`src/rtl/pipe_hazard_ctrl_pkg.sv`:
```
// Shared definitions for the pipeline stall/flush controller: controller states,
// PC redirect encodings and write-enable / flush levels.
package pipe_hazard_ctrl_pkg;

  typedef enum logic [1:0] {
    RUN      = 2'd0,
    MDU_WAIT = 2'd1,
    WAIT_DS  = 2'd2
  } pipe_ctrl_state_e;

  localparam logic [1:0] REDIR_SEQ = 2'd0;
  localparam logic [1:0] REDIR_BR  = 2'd1;
  localparam logic [1:0] REDIR_EXC = 2'd2;

  localparam logic WR_EN     = 1'b1;
  localparam logic WR_HOLD   = 1'b0;
  localparam logic FLUSH_ON  = 1'b1;
  localparam logic FLUSH_OFF = 1'b0;

endpackage

```
`src/rtl/pipe_hazard_ctrl_mdu_timer.sv`:
```
// Loadable down-counter timing the multi-cycle mult/div occupancy of EXE.
module pipe_mdu_timer #(
  parameter int CNT_W = 5
) (
  input  logic             clk,
  input  logic             rst,
  input  logic             load,
  input  logic [CNT_W-1:0] load_val,
  input  logic             dec,
  output logic             done
);

  logic [CNT_W-1:0] cnt_q, cnt_d;

  always_comb begin
    cnt_d = cnt_q;
    if (load) begin
      cnt_d = load_val;
    end else if (dec) begin
      cnt_d = cnt_q - 1'b1;
    end
  end

  always_ff @(posedge clk or negedge rst) begin
    if (!rst) begin
      cnt_q <= '0;
    end else begin
      cnt_q <= cnt_d;
    end
  end

  assign done = (cnt_q == '0);

endmodule

```
`src/rtl/pipe_hazard_ctrl.sv`:
```
// Stall/flush controller for the 5-stage pipeline. Optional performance
// counters are enabled by defining PIPE_PERF_CNT_EN.
module pipe_hazard_ctrl
  import pipe_hazard_ctrl_pkg::*;
#(
  parameter int MDU_CYCLES = 32,
  parameter int CNT_W      = $clog2(MDU_CYCLES)
) (
  input  logic       clk,
  input  logic       rst,
  input  logic       ICache_Busy,
  input  logic       DCache_Busy,
  input  logic       EXE_IsLoad,
  input  logic [4:0] EXE_rt,
  input  logic [4:0] ID_rs,
  input  logic [4:0] ID_rt,
  input  logic       ID_Valid,
  input  logic       EXE_MduStart,
  input  logic       EXE_BranchTaken,
  input  logic       MEM_ExceptValid,
  output logic       PC_Wr,
  output logic       ID_Wr,
  output logic       EXE_Wr,
  output logic       MEM_Wr,
  output logic       WB_Wr,
  output logic       ID_Flush,
  output logic       EXE_Flush,
  output logic       MEM_Flush,
  output logic       WB_Flush,
  output logic [1:0] Redirect_Sel,
  output logic       Busy
`ifdef PIPE_PERF_CNT_EN
  ,
  output logic [31:0] Perf_StallCyc,
  output logic [31:0] Perf_FlushCyc
`endif
);

  pipe_ctrl_state_e state_q, state_d;

  logic             cnt_load, cnt_dec, cnt_done;
  logic [CNT_W-1:0] cnt_load_val;
  logic             pc_wr, id_wr, exe_wr, mem_wr, wb_wr;
  logic             id_fl, exe_fl, mem_fl, wb_fl;
  logic [1:0]       redir;
  logic             exc_taken, br_squash, load_use;

  assign load_use = EXE_IsLoad && (EXE_rt != 5'd0) &&
                    ((EXE_rt == ID_rs) || (EXE_rt == ID_rt));

  pipe_mdu_timer #(.CNT_W(CNT_W)) u_mdu_timer (
    .clk      (clk),
    .rst      (rst),
    .load     (cnt_load),
    .load_val (cnt_load_val),
    .dec      (cnt_dec),
    .done     (cnt_done)
  );

  always_comb begin
    state_d      = state_q;
    cnt_load     = 1'b0;
    cnt_load_val = '0;
    cnt_dec      = 1'b0;
    pc_wr = WR_EN;  id_wr = WR_EN;  exe_wr = WR_EN;  mem_wr = WR_EN;  wb_wr = WR_EN;
    id_fl = FLUSH_OFF; exe_fl = FLUSH_OFF; mem_fl = FLUSH_OFF; wb_fl = FLUSH_OFF;
    redir     = REDIR_SEQ;
    exc_taken = 1'b0;
    br_squash = 1'b0;

    if (DCache_Busy) begin
      // Freeze everything up to MEM; pending exception/branch are re-seen next cycle.
      pc_wr = WR_HOLD; id_wr = WR_HOLD; exe_wr = WR_HOLD; mem_wr = WR_HOLD;
      wb_fl = FLUSH_ON;
    end else if (MEM_ExceptValid) begin
      id_fl = FLUSH_ON; exe_fl = FLUSH_ON; mem_fl = FLUSH_ON; wb_fl = FLUSH_ON;
      redir        = REDIR_EXC;
      state_d      = RUN;
      cnt_load     = 1'b1;
      cnt_load_val = '0;
      exc_taken    = 1'b1;
    end else begin
      unique case (state_q)
        MDU_WAIT: begin
          if (!cnt_done) begin
            pc_wr = WR_HOLD; id_wr = WR_HOLD; exe_wr = WR_HOLD;
            mem_fl  = FLUSH_ON;
            cnt_dec = 1'b1;
          end else begin
            state_d = RUN;
          end
        end
        WAIT_DS: begin
          // ID already holds a bubble; keep it out of EXE until the delay slot arrives.
          exe_fl = FLUSH_ON;
          if (ICache_Busy) begin
            pc_wr = WR_HOLD; id_wr = WR_HOLD;
          end else begin
            state_d = RUN;
          end
        end
        default: begin
          if (EXE_MduStart) begin
            pc_wr = WR_HOLD; id_wr = WR_HOLD; exe_wr = WR_HOLD;
            mem_fl       = FLUSH_ON;
            state_d      = MDU_WAIT;
            cnt_load     = 1'b1;
            cnt_load_val = CNT_W'(MDU_CYCLES - 2);
          end else if (EXE_BranchTaken) begin
            redir = REDIR_BR;
            if (ID_Valid) begin
              id_fl     = FLUSH_ON;
              br_squash = 1'b1;
            end else begin
              state_d = WAIT_DS;
            end
          end else if (load_use) begin
            pc_wr = WR_HOLD; id_wr = WR_HOLD;
            exe_fl = FLUSH_ON;
          end else if (ICache_Busy) begin
            pc_wr = WR_HOLD;
            id_fl = FLUSH_ON;
          end
        end
      endcase
    end
  end

  always_ff @(posedge clk or negedge rst) begin
    if (!rst) begin
      state_q <= RUN;
    end else begin
      state_q <= state_d;
    end
  end

  // Reset overrides the decoded controls so the pipeline registers clear immediately.
  always_comb begin
    if (!rst) begin
      {PC_Wr, ID_Wr, EXE_Wr, MEM_Wr, WB_Wr}   = {5{WR_HOLD}};
      {ID_Flush, EXE_Flush, MEM_Flush, WB_Flush} = {4{FLUSH_ON}};
      Redirect_Sel = REDIR_SEQ;
      Busy         = 1'b0;
    end else begin
      {PC_Wr, ID_Wr, EXE_Wr, MEM_Wr, WB_Wr}   = {pc_wr, id_wr, exe_wr, mem_wr, wb_wr};
      {ID_Flush, EXE_Flush, MEM_Flush, WB_Flush} = {id_fl, exe_fl, mem_fl, wb_fl};
      Redirect_Sel = redir;
      Busy         = (state_q != RUN);
    end
  end

`ifdef PIPE_PERF_CNT_EN
  logic [31:0] stall_cyc_q, stall_cyc_d, flush_cyc_q, flush_cyc_d;

  always_comb begin
    stall_cyc_d = stall_cyc_q + {31'd0, (!pc_wr || !id_wr)};
    flush_cyc_d = flush_cyc_q + {31'd0, (exc_taken || br_squash)};
  end

  always_ff @(posedge clk or negedge rst) begin
    if (!rst) begin
      stall_cyc_q <= '0;
      flush_cyc_q <= '0;
    end else begin
      stall_cyc_q <= stall_cyc_d;
      flush_cyc_q <= flush_cyc_d;
    end
  end

  assign Perf_StallCyc = stall_cyc_q;
  assign Perf_FlushCyc = flush_cyc_q;
`endif

endmodule

```
`config.mk`:
```
export PLATFORM = sky130hd
export DESIGN_NAME = pipe_hazard_ctrl
export DESIGN_NICKNAME = d
export VERILOG_FILES = /design/src/rtl/pipe_hazard_ctrl_pkg.sv /design/src/rtl/pipe_hazard_ctrl_mdu_timer.sv /design/src/rtl/pipe_hazard_ctrl.sv
export SDC_FILE = /design/constraint.sdc
export NUM_CORES = 1
export LEC_CHECK = 0
export ABC_CLOCK_PERIOD_IN_PS = 2300
export CAP_MARGIN = 0
export CORE_ASPECT_RATIO = 0.75
export CORE_MARGIN = 10
export CORE_UTILIZATION = 37
export CTS_CLUSTER_SIZE = 25
export DETAILED_ROUTE_END_ITERATION = 7
export PLACE_DENSITY = 0.75
export SLEW_MARGIN = 20
export SYNTH_ARGS = -nofsm -noshare
export SYNTH_HDL_FRONTEND = slang
export SYNTH_SLANG_ARGS = --single-unit
```
`constraint.sdc`:
```
create_clock -name clk -period 2.3 [get_ports clk]
set_input_delay 0.69 -clock clk [delete_from_list [all_inputs] [get_ports clk]]
set_output_delay 0.69 -clock clk [all_outputs]
set_load 0.05 [all_outputs]
```
# --- Word level (Yosys, flattened, before mapping) ---
# Cells that the tools add are included.
word_totals:
  out_inout_bits: 12
  elab_cells: 96
  reg_bits: 7
op_classes:
  muxes: 75
  bitwise: 1
  addsub: 1
  reduce_logical: 10
  eq_ne: 7
ops:
  columns: ["op", "count"]
  rows:
  - ["two-way mux 1 bit", 54]
  - ["two-way mux 5 bit", 6]
  - ["two-way mux 2 bit", 9]
  - ["equality test 5 bit", 2]
  - ["one-hot mux 1 bit (2 select lines)", 5]
  - ["nonzero test 5 bit", 2]
  - ["!= test 3 bit (second input constant)", 2]
  - ["zero test 5 bit", 1]
  - ["!= test 5 x 1 -> 1 bit (second input constant)", 1]
  - ["AND reduction 5 bit", 1]
  - ["subtractor 5 x 1 -> 5 bit (second input constant)", 1]
  - ["one-hot mux 2 bit (2 select lines)", 1]
  - ["nonzero test 2 bit", 2]
  - ["equality test 2 x 1 -> 1 bit (second input constant)", 1]
  - ["equality test 2 bit (second input constant)", 1]
  - ["logical AND 1 bit", 2]
  - ["OR reduction 2 bit", 1]
  - ["logical OR 1 bit", 1]
  - ["inverter 1 bit", 1]

# --- Depth between registers and ports, before layout ---
# Gate-level depths: netlist of run 1.
depth:
  ltp_word: 10
  mapped_depth: 8
  ltp_nobuf: 7

# --- Cells and area by module ---
# Synthesis of run 1 repeated with hierarchy kept, for this count alone.
unflattened:
  hier_cells: 103
  hier_area_um2: 800.8
modules_own_cells:
  columns: ["mod", "area_per_inst_um2", "seq_area_each_um2", "instances", "cells_each"]
  rows:
  - ["pipe_hazard_ctrl", 513.0, 50.0, 1, 75]
  - ["pipe_mdu_timer", 287.8, 125.1, 1, 28]

# --- Least setup slack after synthesis of run 1 ---
# No wires, ideal clock.
synth_path:
  path_kind: "input to output"
  start: "input DCache_Busy"
  end: "output PC_Wr"
  t_required_ns: 1.610
  arrival_ns: 3.612
  slack_ns: -2.002
  cell_stages: 5
  cell_sequence: "clkbuf_1 nor2b_1 clkbuf_1 nand2_1 o311ai_0"
synth_via:
  elab_chain_len: 2
synth_rtl:
  columns: ["item", "line_no", "source"]
  rows:
  - ["from (decl)", "pipe_hazard_ctrl.sv:12", "input logic DCache_Busy,"]
  - ["two-way mux 1 bit", "pipe_hazard_ctrl.sv:71", "if (DCache_Busy) begin"]
  - ["two-way mux 1 bit", "pipe_hazard_ctrl.sv:139", "if (!rst) begin"]
  - ["to (decl)", "pipe_hazard_ctrl.sv:21", "output logic PC_Wr,"]
# Every way passes these cells.

# --- Final worst setup path of run 1 ---
layout_path:
  start: "input EXE_rt[1]"
  end: "output ID_Flush"
layout_via:
  elab_chain_len: 10
layout_rtl:
  columns: ["item", "line_no", "source"]
  rows:
  - ["from (decl)", "pipe_hazard_ctrl.sv:14", "input logic [4:0] EXE_rt,"]
  - ["equality test 5 bit or nonzero test 5 bit (tied branches)", "pipe_hazard_ctrl.sv:49, pipe_hazard_ctrl.sv:48", null]
  - ["logical OR 1 bit or logical AND 1 bit (tied branches)", "pipe_hazard_ctrl.sv:49, pipe_hazard_ctrl.sv:48", null]
  - ["logical AND 1 bit (*)", "pipe_hazard_ctrl.sv:48", "assign load_use = EXE_IsLoad && (EXE_rt != 5'd0) &&"]
  - ["two-way mux 1 bit (*)", "pipe_hazard_ctrl.sv:117", "end else if (load_use) begin"]
  - ["two-way mux 1 bit (*)", "pipe_hazard_ctrl.sv:109", "end else if (EXE_BranchTaken) begin"]
  - ["two-way mux 1 bit (*)", "pipe_hazard_ctrl.sv:103", "if (EXE_MduStart) begin"]
  - ["two-way mux 1 bit (*)", "pipe_hazard_ctrl.sv:83", "unique case (state_q)"]
  - ["two-way mux 1 bit (*)", "pipe_hazard_ctrl.sv:75", "end else if (MEM_ExceptValid) begin"]
  - ["two-way mux 1 bit (*)", "pipe_hazard_ctrl.sv:71", null]
  - ["two-way mux 1 bit (*)", "pipe_hazard_ctrl.sv:139", null]
  - ["to (decl)", "pipe_hazard_ctrl.sv:26", "output logic ID_Flush,"]
# Mark *: on every way between the ends. The rest lies on a longest branch, timed or not.

==> results of run 1 <==
## cell type report
class                      instances  area [µm²]
tap                               24        30.0
antenna                            1        2.50
sequential                         7         175
clock inverter                     1        5.00
inverter                           5        18.8
fill                              56         114
timing repair buffer              76         802
multi-input combinational         85         880
clock buffer                       3        22.5
## cells in the final DEF, fill, tap and decap left out, types with 3 or more instances in the layout
master,count
buf_4,32
buf_12,13
buf_6,11
dfrtp_1,7
nor3_1,5
nand2_1,5
clkbuf_2,5
dlygate4sd2_1,5
inv_2,4
xor2_1,4
a21oi_1,4
nor2b_4,3
xnor2_2,3
nand3_1,3
nor2_1,3
ha_4,3
clkbuf_4,3
clkdlybuf4s50_1,3
## where the power goes
group          internal, W  switching [W]  leakage (nW)
clock network    0.0000644      0.0000670        0.0177
registers         0.000171      0.0000673        0.0896
logic             0.000545       0.000575         0.730
## worst register-to-register path, delay by kind of cell, from the launching register on
kind / cells / cell delay [ns]
adders and majority gates: 1 / 0.14
buffers and inverters: 3 / 0.45
AOI/OAI and AO/OA: 2 / 0.44
muxes: 1 / 0.24
DFF: 1 / 0.43
and+or+nand+nor: 2 / 0.27
## logic make-up (layout without fill, tap and decap cells)
logic type,count (synthesis),after routing,synth area share
buffers and inverters,12,85,0.0687
flip-flops,7,7,0.214
adder cells (fa/ha/maj),5,5,0.0763
multiplexers,2,2,0.0244
AND/OR/NAND/NOR,36,36,0.240
XOR/XNOR,10,10,0.107
other,0,1,0
AO/OA/AOI/OAI,32,32,0.270
## metal layers
metal  global-route usage  routed length, µm  vias to the layer above  share of wire
met5                    0                  0                        -              0
met4               0.0703                472                        0          0.082
met3               0.0473                626                       50           0.11
met2                0.362               2660                      145           0.46
met1                0.225               1970                      639           0.34
li1                     -                  -                      524              -
## final timing paths
kind / end / startpoint / slack [ns]
setup reg to reg: state_q[0] / u_mdu_timer.cnt_q[0] / 0.18
setup / recovery: ID_Flush / EXE_rt[1] / -0.51
max in group asynchronous: state_q[1] / rst / 1.76
hold reg to reg: u_mdu_timer.cnt_q[4] / u_mdu_timer.cnt_q[4] / 0.63
hold / removal: u_mdu_timer.cnt_q[0] / rst / 0.33
min in group clk: u_mdu_timer.cnt_q[4] / u_mdu_timer.cnt_q[4] / 0.63
## through the flow
stage | TNS [ns] | power, W
after floorplan | -1.16 | 0.000638
final | -2.66 | 0.00149
after global routing | -3.12 | 0.00153
after global placement | -4.56 | 0.000975
after CTS | -1.97 | 0.00129
after detailed placement | -4.91 | 0.00100
## sequential cells by signal, summed over array words and instances (netlist names)
register           count
state_q                2
u_mdu_timer.cnt_q      5
## timing repair
action | in CTS | in global routing
gates cloned | 0 | 0
hold endpoints to repair | 0 | 0
setup endpoints to repair | 11 | 8
gates resized for setup | 79 | 31
buffers inserted | 11 | 1
pin swaps | 21 | 17
==> results_dict.tcl, run 1 <==
set metrics [dict create \
    critPathKind "in -> out" \
    numCtsBuffers 3 \
    clk_pin_slew_worst_paths_ns 0.08 \
    cts_tree "yes" \
    cts_sinks 7 \
    synth_area_um2 820 \
    ir_drop_mv 0.710 \
    worst_pin_slew_ns 0.530 \
    die_h_um 60.8 \
    instances_no_fill 202 \
    cp.buffers_inverters 4 \
    dp.cells 187 \
    vias 1358 \
    io_pins 36 \
    cp_top_family "buffers and inverters" \
    final_util 0.944 \
    clock.fmax_mhz 356 \
    cap_violations 0 \
    yosysSeqAreaShare 0.214 \
    synth_cells 104 \
    hold_violations 0 \
    ys.flop_type "dfrtp_1" \
    final_area_mm2 0.00194 \
    synth.distinct_cells 40 \
    p_per_area_mw_per_mm2 770 \
    period_share 1.22 \
    max_slew_margin 0.638 \
    coreArea_mm2 0.00205 \
    die_w_um 74.3 \
    dieArea_mm2 0.00452 \
    crit_arrival_ns 2.12 \
    nNetsFinal 207 \
    ys_ff_latch 7 \
    synth.top_cell.area_share 0.214 \
    layout-drive-gt1-share 0.627 \
    pre_cts_slack_ns -0.814 \
    clock-skew-final_ns 0.0195 \
    clock_path_buffers 2 \
    dpl_cell_area_mm2 0.00161 \
    grt_pass1_wl_um 6820 \
    grt_remaining_overflow 0 \
    drc_errors 0 \
    required_ns 1.61 \
    syn_nets 133 \
    synth_edf_count 0 \
    grt_max_degree 18 \
    totalWireLength_um 5730 \
    final-max-slew-violation-count 0 \
    areaGrowthSynthToFinish_pct 136 \
    cts_root_buffer "clkbuf_4" \
    rsz0062_at_grt "yes" \
    status "finished, violations left" \
    clock_latency_ns 0.29 \
    setup_ws_ns -0.511 \
    drt-pass1-iter-count 5 \
    p_leak_nw 0.837 \
    startpoint_type "input pin" \
    via_per_inst 6.72 \
    path_common_cell "buf_12" \
    violations "setup timing" \
    synth_area_leaders "dfrtp_1 21%, ha_1 7.6%, xor2_1 6.4%, xnor2_1 4.3%, nor2b_1 3.8%" \
    cts_hold_buffers 0 \
    ant_nets 0 \
    io_buffers 35 \
    fin_hold_ws_ns 0.334 \
    syn_avg_cell_area_um2 7.88 \
    first_global_vias 1230 \
    gp_congestion 0.885 \
    worst-r2r-cell-count 9 \
    worst-path-stages 8 \
    place_hpwl_um 2620 \
    post_drt_wl_per_cell_um 28.4 \
    period_minus_slack_ns 2.81 \
    critPathMaxStageDelay_ns 0.28 \
    worstPathCellList "clkdlybuf4s15_1 -> buf_4 -> xnor2_2 -> nand3_1 -> a21oi_4 -> buf_12 -> o221ai_4 -> buf_12" \
    gr-usage-all-layers 0.200 \
    num_rows 14 \
    h-tree-depth 1 \
    drt_iter0_drc 154 \
    synthTopCellsByCount "7 x dfrtp_1, 7 x nand2_1, 6 x a21oi_1, 6 x nor3_1, 6 x xor2_1" \
    start_util 0.400 \
    finalSetupViolCount 7 \
    ys_warn_count 0 \
    crit_slowest_cell "a21oi_4" \
    hold_path.class "in -> async" \
    end_kind "output pin" \
    async_flop_share 1.00 \
    worstPathMaxFanout 3 \
    grt_antenna_before_repair 1 \
    yosysTopAreaCell "dfrtp_1" \
]
Power figures use the tool's default switching activity.
==> run 2, diff against run 1 <==
- ABC_CLOCK_PERIOD_IN_PS: 2300 -> unset
==> results of run 2 <==
Final layout, timing and power as in run 1 (identical DEF).
==> run 3, diff against run 2 <==
- CELL_PAD_IN_SITES_DETAIL_PLACEMENT: unset -> 0
- CELL_PAD_IN_SITES_GLOBAL_PLACEMENT: unset -> 1
- CORE_UTILIZATION: 37 -> 26
==> results_dict.tcl, run 3 (synthesis results as in run 1) <==
set metrics [dict create \
    status "finished, violations left" \
    violations "setup timing" \
    instances_no_fill 222 \
    required_ns 1.61 \
    clock-skew-final_ns 0.00180 \
    die_w_um 84.8 \
    final_area_mm2 0.00193 \
    clock_latency_ns 0.23 \
    critPathKind "in -> out" \
    end_kind "output pin" \
    clock_path_buffers 2 \
    gr-usage-all-layers 0.111 \
    layout-drive-gt1-share 0.603 \
    io_buffers 35 \
    post_drt_wl_per_cell_um 15.0 \
    dpl_cell_area_mm2 0.00165 \
    grt_max_degree 15 \
    period_minus_slack_ns 2.68 \
    grt_remaining_overflow 0 \
    dieArea_mm2 0.00582 \
    grt_antenna_before_repair 0 \
    largest_register "u_mdu_timer.cnt_q" \
    rrSetupSlack_ns 0.37 \
    startpoint "EXE_rt[4]" \
    totalWireLength_um 3320 \
    fin_hold_ws_ns 0.412 \
    final_cell_mix "40 x buf_4, 12 x buf_12, 9 x buf_6, 7 x dfrtp_1" \
    start_util 0.275 \
    crit_end "PC_Wr" \
    cap_violations 0 \
    crit_arrival_ns 1.99 \
    drt-pass1-iter-count 4 \
    first_global_vias 1111 \
    hold_violations 0 \
    io_pins 36 \
    vias 1082 \
    cts_root_buffer "clkbuf_8" \
    startpoint_type "input pin" \
    p_leak_nw 0.843 \
    clock.fmax_mhz 373 \
    worst_pin_slew_ns 0.504 \
    worstPathMaxFanout 4 \
    numCtsBuffers 3 \
    clk_pin_slew_worst_paths_ns 0.04 \
    hold_path.class "in -> async" \
    num_rows 17 \
    worst-r2r-cell-count 10 \
    areaGrowthSynthToFinish_pct 135 \
    cts_hold_buffers 0 \
    final_util 0.647 \
    via_per_inst 4.87 \
    p_per_area_mw_per_mm2 742 \
    finalSetupViolCount 7 \
    die_h_um 68.6 \
    rr_startpoint "u_mdu_timer.cnt_q[0]" \
    largest_reg_flops 5 \
    nNetsFinal 214 \
    place_hpwl_um 2530 \
    drt_iter0_drc 31 \
    cts_sinks 7 \
    coreArea_mm2 0.00298 \
    rsz0062_at_grt "yes" \
    setup_ws_ns -0.381 \
    drc_errors 0 \
    ir_drop_mv 0.601 \
    dp.cells 204 \
    max_slew_margin 0.655 \
    final-max-slew-violation-count 0 \
    cts_tree "yes" \
    worstReg2RegEnd "state_q[0]" \
    ant_nets 0 \
    period_share 1.17 \
    final_common_cell "buf_4" \
    diodes 0 \
    grt_pass1_wl_um 5250 \
    top_regs "u_mdu_timer.cnt_q x5, state_q x2" \
    gp_congestion 0.824 \
    h-tree-depth 1 \
]
## run 3: worst min path at each step
stage,start,to,cells past startpoint
after floorplan,rst,state_q[0],0
after global placement,u_mdu_timer.cnt_q[4],u_mdu_timer.cnt_q[4],1
after detailed placement,u_mdu_timer.cnt_q[4],u_mdu_timer.cnt_q[4],1
after CTS,rst,u_mdu_timer.cnt_q[1],2
after global routing,rst,u_mdu_timer.cnt_q[3],2
final,rst,u_mdu_timer.cnt_q[0],2
## run 3: metal layers
| metal | part of all wire | vias to the layer above | GRT usage | wire [µm] |
|---|---|---|---|---|
| met5 | 0 | - | 0 | 0 |
| met4 | 0.0069 | 0 | 0.0246 | 23 |
| met3 | 0.044 | 4 | 0.0258 | 146 |
| met2 | 0.55 | 29 | 0.219 | 1840 |
| met1 | 0.40 | 509 | 0.119 | 1310 |
| li1 | - | 540 | - | - |
## run 3: power by group
group	switching [W]	leakage [nW]	internal, W
Sequential	0.0000524	0.0896	0.000172
Clock	0.0000513	0.0228	0.000120
Combinational	0.000463	0.731	0.000570
Total	0.000567	0.843	0.000862
## run 3: critical path, cell delays in order
cell,delay (ns)
buf_8,0.10
or4_4,0.53
o21ai_4,0.16
a21oi_4,0.07
o311ai_4,0.26
buf_12,0.18
## run 3: stage by stage
step	setup slack, ns	power, W	setup TNS [ns]
global route	-0.414	0.00152	-2.12
floorplan	-0.342	0.000638	-1.16
CTS	-0.450	0.00138	-1.81
global placement	-0.777	0.000979	-5.04
finish	-0.381	0.00143	-1.70
detailed placement	-0.750	0.000989	-5.00
## run 3: what timing repair did
action	CTS	global route
pin swaps	17	16
gates resized for setup	74	18
endpoints found under the hold margin	0	0
endpoints found under the setup margin	11	8
buffers inserted	10	4
## run 3: final cells by class
cell class	count	area, µm²
well taps	38	47.5
clock buffers	4	45.0
inverters	5	18.8
multi-input cells	85	817
repair buffers	83	822
fillers	231	1050
flip-flops and latches	7	175
